`config.mk`:
```
export PLATFORM = sky130hd
export DESIGN_NAME = stepper_phase_decoder_flat
export DESIGN_NICKNAME = d
export VERILOG_FILES = /design/src/rtl/stepper_pkg.sv /design/src/rtl/stepper_phase_decoder_if.sv /design/src/rtl/stepper_phase_decoder_phase_filter.sv /design/src/rtl/stepper_phase_decoder.sv /design/src/flat_wrapper.sv
export SDC_FILE = /design/constraint.sdc
export NUM_CORES = 1
export LEC_CHECK = 0
export CAP_MARGIN = 20
export CORE_ASPECT_RATIO = 1.1
export CORE_MARGIN = 5
export CORE_UTILIZATION = 45
export DETAILED_ROUTE_END_ITERATION = 6
export DONT_BUFFER_PORTS = 1
export GPL_TIMING_DRIVEN = 0
export PLACE_DENSITY = 0.69
export SKIP_LAST_GASP = 1
export SLEW_MARGIN = 20
export SYNTH_ARGS = -nofsm -noshare
export SYNTH_HDL_FRONTEND = slang
export SYNTH_SLANG_ARGS = --single-unit
```
`constraint.sdc`:
```
create_clock -name CLK50MHZ -period 16.5 [get_ports CLK50MHZ]
set_input_delay 3.3 -clock CLK50MHZ [delete_from_list [all_inputs] [get_ports CLK50MHZ]]
set_output_delay 3.3 -clock CLK50MHZ [all_outputs]
set_load 0.02 [all_outputs]
```
`src/rtl/stepper_pkg.sv`:
```
// Shared half-step definitions: the phase pattern table used by both the
// stepper driver and this decoder, the IDLE pattern and the decoder states.
package stepper_pkg;

    localparam int unsigned PHASES = 8;
    localparam logic [3:0] IDLE_PATTERN = 4'b0000;

    // Entry i is the coil pattern {JA1,JA2,JA3,JA4} for half-step index i.
    localparam logic [PHASES-1:0][3:0] HALF_STEP_TABLE = {
        4'b0110, 4'b0010, 4'b1010, 4'b1000,
        4'b1001, 4'b0001, 4'b0101, 4'b0100
    };

    typedef enum logic [1:0] {
        ST_UNLOCKED = 2'd0,
        ST_LOCKED   = 2'd1,
        ST_IDLE     = 2'd2
    } dec_state_e;

    typedef struct packed {
        logic       legal;
        logic [2:0] idx;
    } phase_lookup_t;

    function automatic phase_lookup_t lookup_phase(input logic [3:0] pattern);
        phase_lookup_t res;
        res.legal = 1'b0;
        res.idx   = 3'd0;
        for (int i = 0; i < int'(PHASES); i++) begin
            if (HALF_STEP_TABLE[i] == pattern) begin
                res.legal = 1'b1;
                res.idx   = 3'(i);
            end
        end
        return res;
    endfunction

endpackage

```
`src/rtl/stepper_phase_decoder_if.sv`:
```
// Coil-line inputs and decoded step/position outputs of the phase decoder.
interface stepper_phase_decoder_if #(
    parameter int POS_W = 32
);
    logic             JA1;
    logic             JA2;
    logic             JA3;
    logic             JA4;
    logic             clr_fault;
    logic             step_fwd;
    logic             step_rev;
    logic             dir;
    logic [POS_W-1:0] position;
    logic             locked;
    logic             fault;
    logic [7:0]       skip_cnt;
    logic             stall;

    modport master (
        output JA1, JA2, JA3, JA4, clr_fault,
        input  step_fwd, step_rev, dir, position, locked, fault, skip_cnt, stall
    );

    modport slave (
        input  JA1, JA2, JA3, JA4, clr_fault,
        output step_fwd, step_rev, dir, position, locked, fault, skip_cnt, stall
    );
endinterface

```
`src/rtl/stepper_phase_decoder_phase_filter.sv`:
```
// 2-flop synchronizer on the four coil lines followed by a stability filter
// that emits a one-cycle accept when a new pattern has been steady long enough.
module phase_filter
    import stepper_pkg::*;
#(
    parameter int STABLE_CYCLES = 16
) (
    input  logic       clk_i,
    input  logic       rst_ni,
    input  logic [3:0] pattern_i,
    output logic       accept_o,
    output logic [3:0] pattern_o
);

    localparam int CNT_W = (STABLE_CYCLES > 1) ? $clog2(STABLE_CYCLES) : 1;
    localparam logic [CNT_W-1:0] CNT_LAST = CNT_W'(STABLE_CYCLES - 1);

    logic [3:0]       sync1_q;
    logic [3:0]       sync2_q;
    logic [3:0]       cand_q;
    logic [3:0]       last_q;
    logic [CNT_W-1:0] cnt_q;
    logic             accept_s;

    // Metastability guard for the asynchronous coil lines.
    always_ff @(posedge clk_i or negedge rst_ni) begin
        if (!rst_ni) begin
            sync1_q <= IDLE_PATTERN;
            sync2_q <= IDLE_PATTERN;
        end else begin
            sync1_q <= pattern_i;
            sync2_q <= sync1_q;
        end
    end

    always_comb begin
        accept_s = (sync2_q == cand_q) && (cnt_q == CNT_LAST) && (cand_q != last_q);
    end

    // Candidate tracking; the counter parks at its last value so a steady
    // pattern cannot re-trigger, and last_q blocks re-accepting the same one.
    always_ff @(posedge clk_i or negedge rst_ni) begin
        if (!rst_ni) begin
            cand_q <= IDLE_PATTERN;
            cnt_q  <= '0;
            last_q <= IDLE_PATTERN;
        end else begin
            if (sync2_q != cand_q) begin
                cand_q <= sync2_q;
                cnt_q  <= '0;
            end else if (cnt_q != CNT_LAST) begin
                cnt_q  <= cnt_q + CNT_W'(1);
            end else begin
                cnt_q  <= cnt_q;
            end
            if (accept_s) begin
                last_q <= cand_q;
            end else begin
                last_q <= last_q;
            end
        end
    end

    assign accept_o  = accept_s;
    assign pattern_o = cand_q;

endmodule

```
`src/rtl/stepper_phase_decoder.sv`:
```
// Decodes accepted half-step coil patterns into step pulses, a signed position
// and skip/fault flags. Optional stall timeout under STEP_DECODE_STALL_EN.
module stepper_phase_decoder
    import stepper_pkg::*;
#(
    parameter int STABLE_CYCLES = 16,
    parameter int POS_W         = 32,
    parameter int STALL_CYCLES  = 2000000
) (
    input  logic                  CLK50MHZ,
    input  logic                  RESETN,
    stepper_phase_decoder_if.slave bus
);

    logic          accept_s;
    logic [3:0]    acc_pat_s;
    phase_lookup_t look_s;
    logic          evt_legal_s;
    logic          evt_idle_s;
    logic          evt_illegal_s;
    logic          tracking_s;
    logic [2:0]    delta_s;
    logic          do_fwd_s;
    logic          do_rev_s;
    logic          do_skip_s;
    logic          leave_locked_s;

    dec_state_e       state_q;
    dec_state_e       state_d;
    logic [2:0]       prev_idx_q;
    logic             step_fwd_q;
    logic             step_rev_q;
    logic             dir_q;
    logic             locked_q;
    logic             fault_q;
    logic [POS_W-1:0] position_q;
    logic [7:0]       skip_cnt_q;
    logic             stall_q;

    phase_filter #(
        .STABLE_CYCLES (STABLE_CYCLES)
    ) u_phase_filter (
        .clk_i     (CLK50MHZ),
        .rst_ni    (RESETN),
        .pattern_i ({bus.JA1, bus.JA2, bus.JA3, bus.JA4}),
        .accept_o  (accept_s),
        .pattern_o (acc_pat_s)
    );

    // Classify the accepted pattern and its distance from the held phase.
    always_comb begin
        look_s         = lookup_phase(acc_pat_s);
        evt_legal_s    = accept_s & look_s.legal;
        evt_idle_s     = accept_s & (acc_pat_s == IDLE_PATTERN);
        evt_illegal_s  = accept_s & ~look_s.legal & (acc_pat_s != IDLE_PATTERN);
        delta_s        = look_s.idx - prev_idx_q;
        tracking_s     = evt_legal_s & (state_q != ST_UNLOCKED);
        do_fwd_s       = tracking_s & (delta_s == 3'd1);
        do_rev_s       = tracking_s & (delta_s == 3'd7);
        do_skip_s      = tracking_s & (delta_s >= 3'd2) & (delta_s <= 3'd6);
        leave_locked_s = (state_q == ST_LOCKED) & (evt_idle_s | evt_illegal_s);
    end

    always_comb begin
        state_d = state_q;
        case (state_q)
            ST_UNLOCKED: begin
                if (evt_legal_s) state_d = ST_LOCKED;
                else             state_d = ST_UNLOCKED;
            end
            ST_LOCKED: begin
                if (evt_illegal_s)   state_d = ST_UNLOCKED;
                else if (evt_idle_s) state_d = ST_IDLE;
                else                 state_d = ST_LOCKED;
            end
            ST_IDLE: begin
                if (evt_illegal_s)    state_d = ST_UNLOCKED;
                else if (evt_legal_s) state_d = ST_LOCKED;
                else                  state_d = ST_IDLE;
            end
            default: state_d = ST_UNLOCKED;
        endcase
    end

    // A new fault or skip takes priority over a same-cycle clr_fault.
    always_ff @(posedge CLK50MHZ or negedge RESETN) begin
        if (!RESETN) begin
            state_q    <= ST_UNLOCKED;
            locked_q   <= 1'b0;
            prev_idx_q <= 3'd0;
            step_fwd_q <= 1'b0;
            step_rev_q <= 1'b0;
            dir_q      <= 1'b0;
            position_q <= '0;
            fault_q    <= 1'b0;
            skip_cnt_q <= 8'd0;
        end else begin
            state_q    <= state_d;
            locked_q   <= (state_d != ST_UNLOCKED);
            step_fwd_q <= do_fwd_s;
            step_rev_q <= do_rev_s;
            if (evt_legal_s) prev_idx_q <= look_s.idx;
            else             prev_idx_q <= prev_idx_q;
            if (do_fwd_s) begin
                position_q <= position_q + POS_W'(1);
                dir_q      <= 1'b1;
            end else if (do_rev_s) begin
                position_q <= position_q - POS_W'(1);
                dir_q      <= 1'b0;
            end else begin
                position_q <= position_q;
                dir_q      <= dir_q;
            end
            if (evt_illegal_s)      fault_q <= 1'b1;
            else if (bus.clr_fault) fault_q <= 1'b0;
            else                    fault_q <= fault_q;
            if (do_skip_s) begin
                if (bus.clr_fault)            skip_cnt_q <= 8'd1;
                else if (skip_cnt_q != 8'd255) skip_cnt_q <= skip_cnt_q + 8'd1;
                else                          skip_cnt_q <= skip_cnt_q;
            end else if (bus.clr_fault) begin
                skip_cnt_q <= 8'd0;
            end else begin
                skip_cnt_q <= skip_cnt_q;
            end
        end
    end

`ifdef STEP_DECODE_STALL_EN
    localparam int STALL_W = $clog2(STALL_CYCLES + 1);
    localparam logic [STALL_W-1:0] STALL_LIMIT = STALL_W'(STALL_CYCLES);

    logic [STALL_W-1:0] stall_cnt_q;

    // Time spent LOCKED without a step; a skip restarts the count but
    // leaves an already-raised stall in place.
    always_ff @(posedge CLK50MHZ or negedge RESETN) begin
        if (!RESETN) begin
            stall_cnt_q <= '0;
            stall_q     <= 1'b0;
        end else if ((state_q != ST_LOCKED) || do_fwd_s || do_rev_s || leave_locked_s) begin
            stall_cnt_q <= '0;
            stall_q     <= 1'b0;
        end else if (do_skip_s) begin
            stall_cnt_q <= '0;
            stall_q     <= stall_q;
        end else if (stall_cnt_q == STALL_LIMIT) begin
            stall_cnt_q <= stall_cnt_q;
            stall_q     <= stall_q;
        end else begin
            stall_cnt_q <= stall_cnt_q + STALL_W'(1);
            stall_q     <= stall_q | (stall_cnt_q == (STALL_LIMIT - STALL_W'(1)));
        end
    end
`else
    logic unused_s;
    assign unused_s = &{1'b0, leave_locked_s, STALL_CYCLES[0]};
    assign stall_q  = 1'b0;
`endif

    assign bus.step_fwd = step_fwd_q;
    assign bus.step_rev = step_rev_q;
    assign bus.dir      = dir_q;
    assign bus.position = position_q;
    assign bus.locked   = locked_q;
    assign bus.fault    = fault_q;
    assign bus.skip_cnt = skip_cnt_q;
    assign bus.stall    = stall_q;

endmodule

```
`src/flat_wrapper.sv`:
```
// flat-port wrapper written by rule: the top's interface ports become plain ports
module stepper_phase_decoder_flat import stepper_pkg::*;
#(
    parameter int STABLE_CYCLES = 16,
    parameter int POS_W         = 32,
    parameter int STALL_CYCLES  = 2000000
)
  (CLK50MHZ, RESETN, bus_JA1, bus_JA2, bus_JA3, bus_JA4, bus_clr_fault, bus_step_fwd, bus_step_rev, bus_dir, bus_position, bus_locked, bus_fault, bus_skip_cnt, bus_stall);
  stepper_phase_decoder_if #(.POS_W(POS_W)) bus_i ();
  input  logic CLK50MHZ;
  input  logic RESETN;
  input wire logic [$bits(bus_i.JA1)-1:0] bus_JA1;
  input wire logic [$bits(bus_i.JA2)-1:0] bus_JA2;
  input wire logic [$bits(bus_i.JA3)-1:0] bus_JA3;
  input wire logic [$bits(bus_i.JA4)-1:0] bus_JA4;
  input wire logic [$bits(bus_i.clr_fault)-1:0] bus_clr_fault;
  output wire logic [$bits(bus_i.step_fwd)-1:0] bus_step_fwd;
  output wire logic [$bits(bus_i.step_rev)-1:0] bus_step_rev;
  output wire logic [$bits(bus_i.dir)-1:0] bus_dir;
  output wire logic [$bits(bus_i.position)-1:0] bus_position;
  output wire logic [$bits(bus_i.locked)-1:0] bus_locked;
  output wire logic [$bits(bus_i.fault)-1:0] bus_fault;
  output wire logic [$bits(bus_i.skip_cnt)-1:0] bus_skip_cnt;
  output wire logic [$bits(bus_i.stall)-1:0] bus_stall;
  assign bus_i.JA1 = bus_JA1;
  assign bus_i.JA2 = bus_JA2;
  assign bus_i.JA3 = bus_JA3;
  assign bus_i.JA4 = bus_JA4;
  assign bus_i.clr_fault = bus_clr_fault;
  assign bus_step_fwd = bus_i.step_fwd;
  assign bus_step_rev = bus_i.step_rev;
  assign bus_dir = bus_i.dir;
  assign bus_position = bus_i.position;
  assign bus_locked = bus_i.locked;
  assign bus_fault = bus_i.fault;
  assign bus_skip_cnt = bus_i.skip_cnt;
  assign bus_stall = bus_i.stall;
  stepper_phase_decoder #(.STABLE_CYCLES(STABLE_CYCLES), .POS_W(POS_W), .STALL_CYCLES(STALL_CYCLES)) u_core (.CLK50MHZ(CLK50MHZ), .RESETN(RESETN), .bus(bus_i));
endmodule
```
==> results.toml, run 1 <==
[route]
first_pass_iters = 4
drc = 0
viasPerCell = 5.753
ant_nets = 0
wirelength_mm = 9.934
drt_iter0_drc = 153
wire_per_inst_um = 15.92
vias = 3590

[global_routing]
grt_pass1_wl_mm = 16.85
grt_pass1_vias = 3447
use_met2_pct = 28.27
grt_use_met3_pct = 5.503
grt_antenna_before_repair = 0
grt.total_usage_pct = 17.31
grt_max_degree = 71
overflow = 0
busiest_layer = "met2"
grt_use_met1_pct = 21.62

[die]
chipHeight_um = 115.0
num_rows = 38
die_area_um2 = 12120
start_util_pct = 45.80
die_w_um = 105.4
coreArea_um2 = 9842
ios = 53

[synthesis]
synth_seq_area_share_pct = 38.86
synth_ff_type = "dfrtp_1"
syn_avg_cell_area_um2 = 9.238
synth.largest_area_cell = "dfrtp_1"
synth_most_common_cell = "dfrtp_1"
ys_warn_count = 0
syn-cell-area_um2 = 4508
synthArstFlopShare_pct = 100.0
synth_nets = 530
synthTopCellsByCount = "70 x dfrtp_1, 56 x nand2_1, 42 x o21ai_0"
synth_area_leaders = "dfrtp_1 39%, ha_1 9.2%, nand2_1 4.7%"
synth_top_area_share_pct = 38.86
synth_seq_cells = 70
yosysUniqueCellTypes = 62
synth_cells = 488
synth_edf_count = 0

[min_path]
hold_class = "reg -> reg"

[place]
pre_cts_slack_ns = 10.46
port_buffers = 0
place_congestion = 0.8535
dp_hpwl_mm = 7.125

[critical_path]
r2r_setup_slack_ns = 10.40
crit_family = "compound AO/OA/AOI/OAI gates"
cp_cell_sequence = "buf_6 -> and2_4 -> or4_2 -> ha_1 -> inv_1 -> fa_1 -> nor3_1 -> and2_1 -> inv_1 -> ha_1 -> o211ai_1 -> a21oi_1 -> o21ai_0 -> o211ai_1 -> o311ai_0 -> a211oi_1 -> nor3_1 -> o31ai_1"
slowest_delay_ns = 0.66
criticalPathCategory = "reg -> reg"
cp_data_required_time_ns = 16.76
crit_slowest_cell = "or4_2"
path_buf_inv = 3
cp.arrival_ns = 6.36
cp-end-kind = "register"
crit_fanout = 30
start_kind = "register"

[cts]
clockRootBuffer = "clkbuf_8"
cts_resized = 0
cts_max_level = 3
insertion_delay_ns = 0.37
clock_sinks = 70
cts_buffers = 9
path_clk_slew_ns = 0.09
ctsHoldBuffers = 0
cts_tree = "built"
max-clock-path-buffers = 2
post_cts_buffers = 0

[timing]
hold_viol = 0
maxSlewViolCount = 0
layout_min_cycle_time_ns = 6.098
setup-violations-final = 0
setup-tns-final_ns = 0
clock.fmax_ghz = 0.1640
worst_slew_pin_slew_ns = 1.095
fin_crit_sh_pct = 36.96
rsz0062_at_grt = "no"
fin_ws_ns = 10.40
slew_headroom_pct = 26.91
clock_skew_ns = 0.01243

[final_layout]
area_growth_pct = 7.549
nets = 541
diodes = 0
drive_above_1_share_pct = 8.730

[power_and_ir_drop]
ir_worst_vdd_v = 0.00005261
p_per_area_nw_per_um2 = 66.70
cellLeakagePower_nw = 2.286
report.power.total_w = 0.0003234

[status]
status = "finished, final reports clean"

[run]
cap_violations = 0
## registers in the layout (all words and copies together) (netlist names), 2 cells and up
register	cells
u_core.u_phase_filter.pattern_o	4
u_core.bus.position	32
u_core.u_phase_filter.cnt_q	4
u_core.prev_idx_q	3
u_core.u_phase_filter.last_q	4
u_core.bus.skip_cnt	8
u_core.state_q	2
u_core.u_phase_filter.sync1_q	4
u_core.u_phase_filter.sync2_q	4
## placed cells by master (no fill, tap or decap), types with 4 or more instances in the layout
cell | netlist | layout
a21oi_1 | 30 | 30
o21a_1 | 5 | 5
mux2i_1 | 4 | 4
nor3_1 | 16 | 16
nand3_1 | 10 | 10
inv_1 | 17 | 17
nor3b_1 | 4 | 4
a31oi_1 | 4 | 4
buf_2 | 5 | 5
nor2_1 | 30 | 30
mux2_2 | 5 | 5
o211ai_1 | 6 | 6
dfrtp_1 | 70 | 70
o21ai_0 | 42 | 42
inv_6 | 0 | 5
or3_1 | 4 | 4
nor4_1 | 4 | 4
clkbuf_8 | 0 | 9
o31ai_1 | 4 | 4
clkbuf_1 | 7 | 7
xnor2_1 | 20 | 20
xor2_1 | 16 | 16
a21o_1 | 16 | 16
ha_1 | 33 | 33
and2_1 | 4 | 4
a211oi_1 | 10 | 10
nand2b_1 | 10 | 10
nand2_1 | 56 | 56
and3_1 | 4 | 4
## metal layers
metal | up-vias | wire length (µm) | part of all wire [%]
li1 | 1789 | - | -
met1 | 1718 | 4480 | 45
met2 | 71 | 4672 | 47
met3 | 12 | 643 | 6.5
met4 | 0 | 138 | 1.4
met5 | - | 0 | 0
## worst paths after layout
kind | startpoint | endpoint | depth (start not counted)
hold / removal | u_core.u_phase_filter.sync1_q[1] | u_core.u_phase_filter.sync2_q[1] | 0
max in group asynchronous | RESETN | u_core.bus.position[17] | 0
setup reg to reg | u_core.u_phase_filter.pattern_o[3] | u_core.bus.position[24] | 18
hold reg to reg | u_core.u_phase_filter.sync1_q[1] | u_core.u_phase_filter.sync2_q[1] | 0
min in group asynchronous | RESETN | u_core.u_phase_filter.last_q[2] | 0
setup / recovery | u_core.u_phase_filter.pattern_o[3] | u_core.bus.position[24] | 18
## logic make-up after synthesis
family / share of synthesized area (%)
xor gates and xnor gates: 6.994
DFF: 38.86
AOI/OAI and AO/OA: 19.46
and+or+nand+nor: 18.96
other: 0.08318
muxes: 2.137
buffers and inverters: 3.469
adders and majority gates: 10.05
## metrics by stage
stage                     cell area (µm²)  instances  utilization, %  hold WS [ns]
after detailed placement             4658        608           47.33        0.3426
final                                4848        624           49.26        0.3609
after global routing                 4848        624           49.26        0.3717
after global placement               4658        608           47.33        0.3338
after CTS                            4848        624           49.26        0.3641
after floorplan                      4508        488               -        0.3312
## area by class of cell
cell class | instances | area (µm²)
flip-flops and latches | 70 | 1752
multi-input cells | 384 | 2600
clock inverters | 7 | 66.31
clock buffers | 9 | 123.9
inverters | 17 | 63.81
fillers | 902 | 4994
plain buffers | 17 | 92.59
well taps | 120 | 150.1
## where the power goes
group	internal, W	total (W)	leakage (nW)	switching (W)
clock network	0.0000594	0.000141	0.0995	0.0000816
registers	0.000173	0.000174	0.950	0.000000775
logic	0.00000372	0.00000857	1.24	0.00000485
(Power assumes the default switching activity.)
==> run 2, diff against run 1 <==
- PLACE_DENSITY: 0.69 -> 0.71
- clock period: 16.5 -> 5.1 ns (I/O delays scaled with it)
==> run 2 against run 1 <==
  * Sequential share of layout area decreased by 3.1 points
  * Worst setup slack got worse by 10 ns
  * Sequential power grew to 3.2 times the previous value
  * Largest power group unchanged
  * Critical path type unchanged
==> results.toml, run 2 (same netlist as run 1, synthesis figures left out) <==
[final_layout]
nFillCells = 844
design_area_um2 = 5308
final_cell_mix = "70 x dfrtp_1, 56 x nand2_1, 38 x o21ai_0"
diodes = 0
layout_commonest_cell = "dfrtp_1"
largest_reg_flops = 32
nets = 557
drive_above_1_share_pct = 18.27
final_util_pct = 53.93
area_growth_pct = 17.74

[timing]
worst_slew_pin_slew_ns = 0.6541
whs_ns = 0.3498
clock_skew_ns = 0.01069
hold_viol = 0
layout_min_cycle_time_ns = 4.921
fin_crit_sh_pct = 96.49
maxSlewViolCount = 0
clock.fmax_ghz = 0.2032
slew_headroom_pct = 55.99
setup-violations-final = 0

[global_routing]
use_met2_pct = 28.53
busiest_layer = "met2"
grt_use_met1_pct = 22.82
overflow = 0
grt.total_usage_pct = 17.61
grt_use_met3_pct = 4.829
grt_max_degree = 71
grt_pass1_wl_mm = 17.15
grt_antenna_before_repair = 0
grt_pass1_vias = 3491

[route]
wire_per_inst_um = 16.65
drc = 0
ant_nets = 0
drt_iter0_drc = 168
vias = 3714
viasPerCell = 5.803
first_pass_iters = 4
wirelength_mm = 10.65

[die]
die_w_um = 105.4
start_util_pct = 45.80
chipHeight_um = 115.0
coreArea_um2 = 9842
die_area_um2 = 12120
ios = 53
num_rows = 38

[cts]
ctsHoldBuffers = 0
clock_sinks = 70
max-clock-path-buffers = 2
cts_buffers = 9
cts_max_level = 3
insertion_delay_ns = 0.36
path_clk_slew_ns = 0.08
cts_tree = "built"
clockRootBuffer = "clkbuf_8"

[place]
port_buffers = 0
place_area_um2 = 4732
dp_hpwl_mm = 7.253
place_congestion = 0.8933

[min_path]
hold_class = "in -> async"

[critical_path]
cp-end-kind = "register"
cp_data_required_time_ns = 5.40
start_kind = "register"
crit_fanout = 9
cp.arrival_ns = 5.22
criticalPathCategory = "reg -> reg"

[power_and_ir_drop]
p_switching_w = 0.0002466
ir_worst_vdd_v = 0.0001102
swShare_pct = 22.20
combPwrFrac_pct = 2.8
cellLeakagePower_nw = 2.415
p_per_area_nw_per_um2 = 209.3
internal_power_w = 0.0008641
seqPwrFrac_pct = 50.6
clkPwrFrac_pct = 46.5

[run]
cap_violations = 0

[status]
status = "finished, final reports clean"
[run 2: cell types whose count changed in the layout (fill, tap and decap cells not counted), sizes merged]
cell | previous run | this run
buf | 10 | 24
bufinv | 0 | 2
clkbuf | 16 | 19
clkinv | 0 | 1
clkinvlp | 0 | 3
inv | 24 | 17
[run 2: routing by layer]
layer | wire (µm) | up-vias | share of wire (%)
met1 | 4679 | 1809 | 44
met5 | 0 | - | 0
met3 | 666 | 13 | 6.3
met4 | 165 | 0 | 1.5
li1 | - | 1817 | -
met2 | 5141 | 75 | 48
[run 2: metrics by stage]
stage / total power [W] / setup WS, ns / std cells / setup TNS (ns)
final: 0.001111 / 0.1789 / 640 / 0
after global placement: 0.0006007 / -0.8524 / 608 / -10.35
after global routing: 0.001155 / -0.02209 / 640 / -0.06317
after detailed placement: 0.0006017 / -0.9628 / 608 / -12.23
after CTS: 0.001121 / 0.004517 / 632 / 0
after floorplan: 0.0005968 / 0.002672 / 488 / 0
[run 2: repair_timing]
action	4_1_cts	5_1_grt
endpoints found under the hold margin	0	0
cloned	1	1
resized for setup	12	26
buffers inserted	7	7
endpoints found under the setup margin	23	17
pin swaps	5	6
[run 2: path summary, 6_finish.rpt]
| path | start | end | slack (ns) | depth (start not counted) |
|---|---|---|---|---|
| min in group CLK50MHZ | u_core.u_phase_filter.sync1_q[0] | u_core.u_phase_filter.sync2_q[0] | 0.35 | 0 |
| worst min register to register | u_core.u_phase_filter.sync1_q[0] | u_core.u_phase_filter.sync2_q[0] | 0.35 | 0 |
| max in group asynchronous | RESETN | u_core.bus.position[20] | 4.63 | 0 |
| worst max register to register | u_core.u_phase_filter.pattern_o[2] | u_core.bus.position[19] | 0.18 | 21 |
| worst max-delay path | u_core.u_phase_filter.pattern_o[2] | u_core.bus.position[19] | 0.18 | 21 |
| worst min-delay path | RESETN | u_core.u_phase_filter.pattern_o[2] | 0.35 | 0 |
[run 2: cell type report]
| class | instances | area (µm²) | share of cell area [%] |
|---|---|---|---|
| Buffer | 17 | 92.59 | 1.744 |
| Clock buffer | 11 | 141.4 | 2.664 |
| Clock inverter | 5 | 81.33 | 1.532 |
| Inverter | 17 | 67.56 | 1.273 |
| Multi-Input combinational cell | 384 | 2860 | 53.89 |
| Sequential cell | 70 | 1752 | 33.00 |
| Tap cell | 120 | 150.1 | 2.829 |
| Timing Repair Buffer | 15 | 155.1 | 2.923 |
| Timing Repair inverter | 1 | 7.507 | 0.1414 |
[run 2: power by group through the flow]
| stage | clock network, W | logic, W | registers [W] |
|---|---|---|---|
| finish | 0.000517 | 0.0000316 | 0.000562 |
| global route | 0.000557 | 0.0000350 | 0.000563 |
| CTS | 0.000528 | 0.0000303 | 0.000562 |
| detailed placement | 0 | 0.0000281 | 0.000574 |
| global placement | 0 | 0.0000274 | 0.000573 |
| floorplan | 0 | 0.0000238 | 0.000573 |
[run 2: worst max-delay path, stage by stage, from the launching register on]
cell	delay [ns]
dfrtp_1	0.37
buf_4	0.17
and2_4	0.14
or4_4	0.52
ha_1	0.21
inv_1	0.07
fa_2	0.21
xor2_2	0.08
and3_2	0.24
nor3_4	0.19
and2_4	0.22
clkinvlp_4	0.23
buf_12	0.22
ha_2	0.39
o21ai_0	0.09
o21ai_0	0.17
o211ai_1	0.18
a31oi_4	0.22
a41o_1	0.25
a21oi_1	0.10
or4b_1	0.49
nand3_1	0.08
==> run 3, diff against run 2 <==
- SKIP_LAST_GASP: 1 -> not set
==> results of run 3 <==
The final DEF is identical to that of run 2; final timing and power are the same.
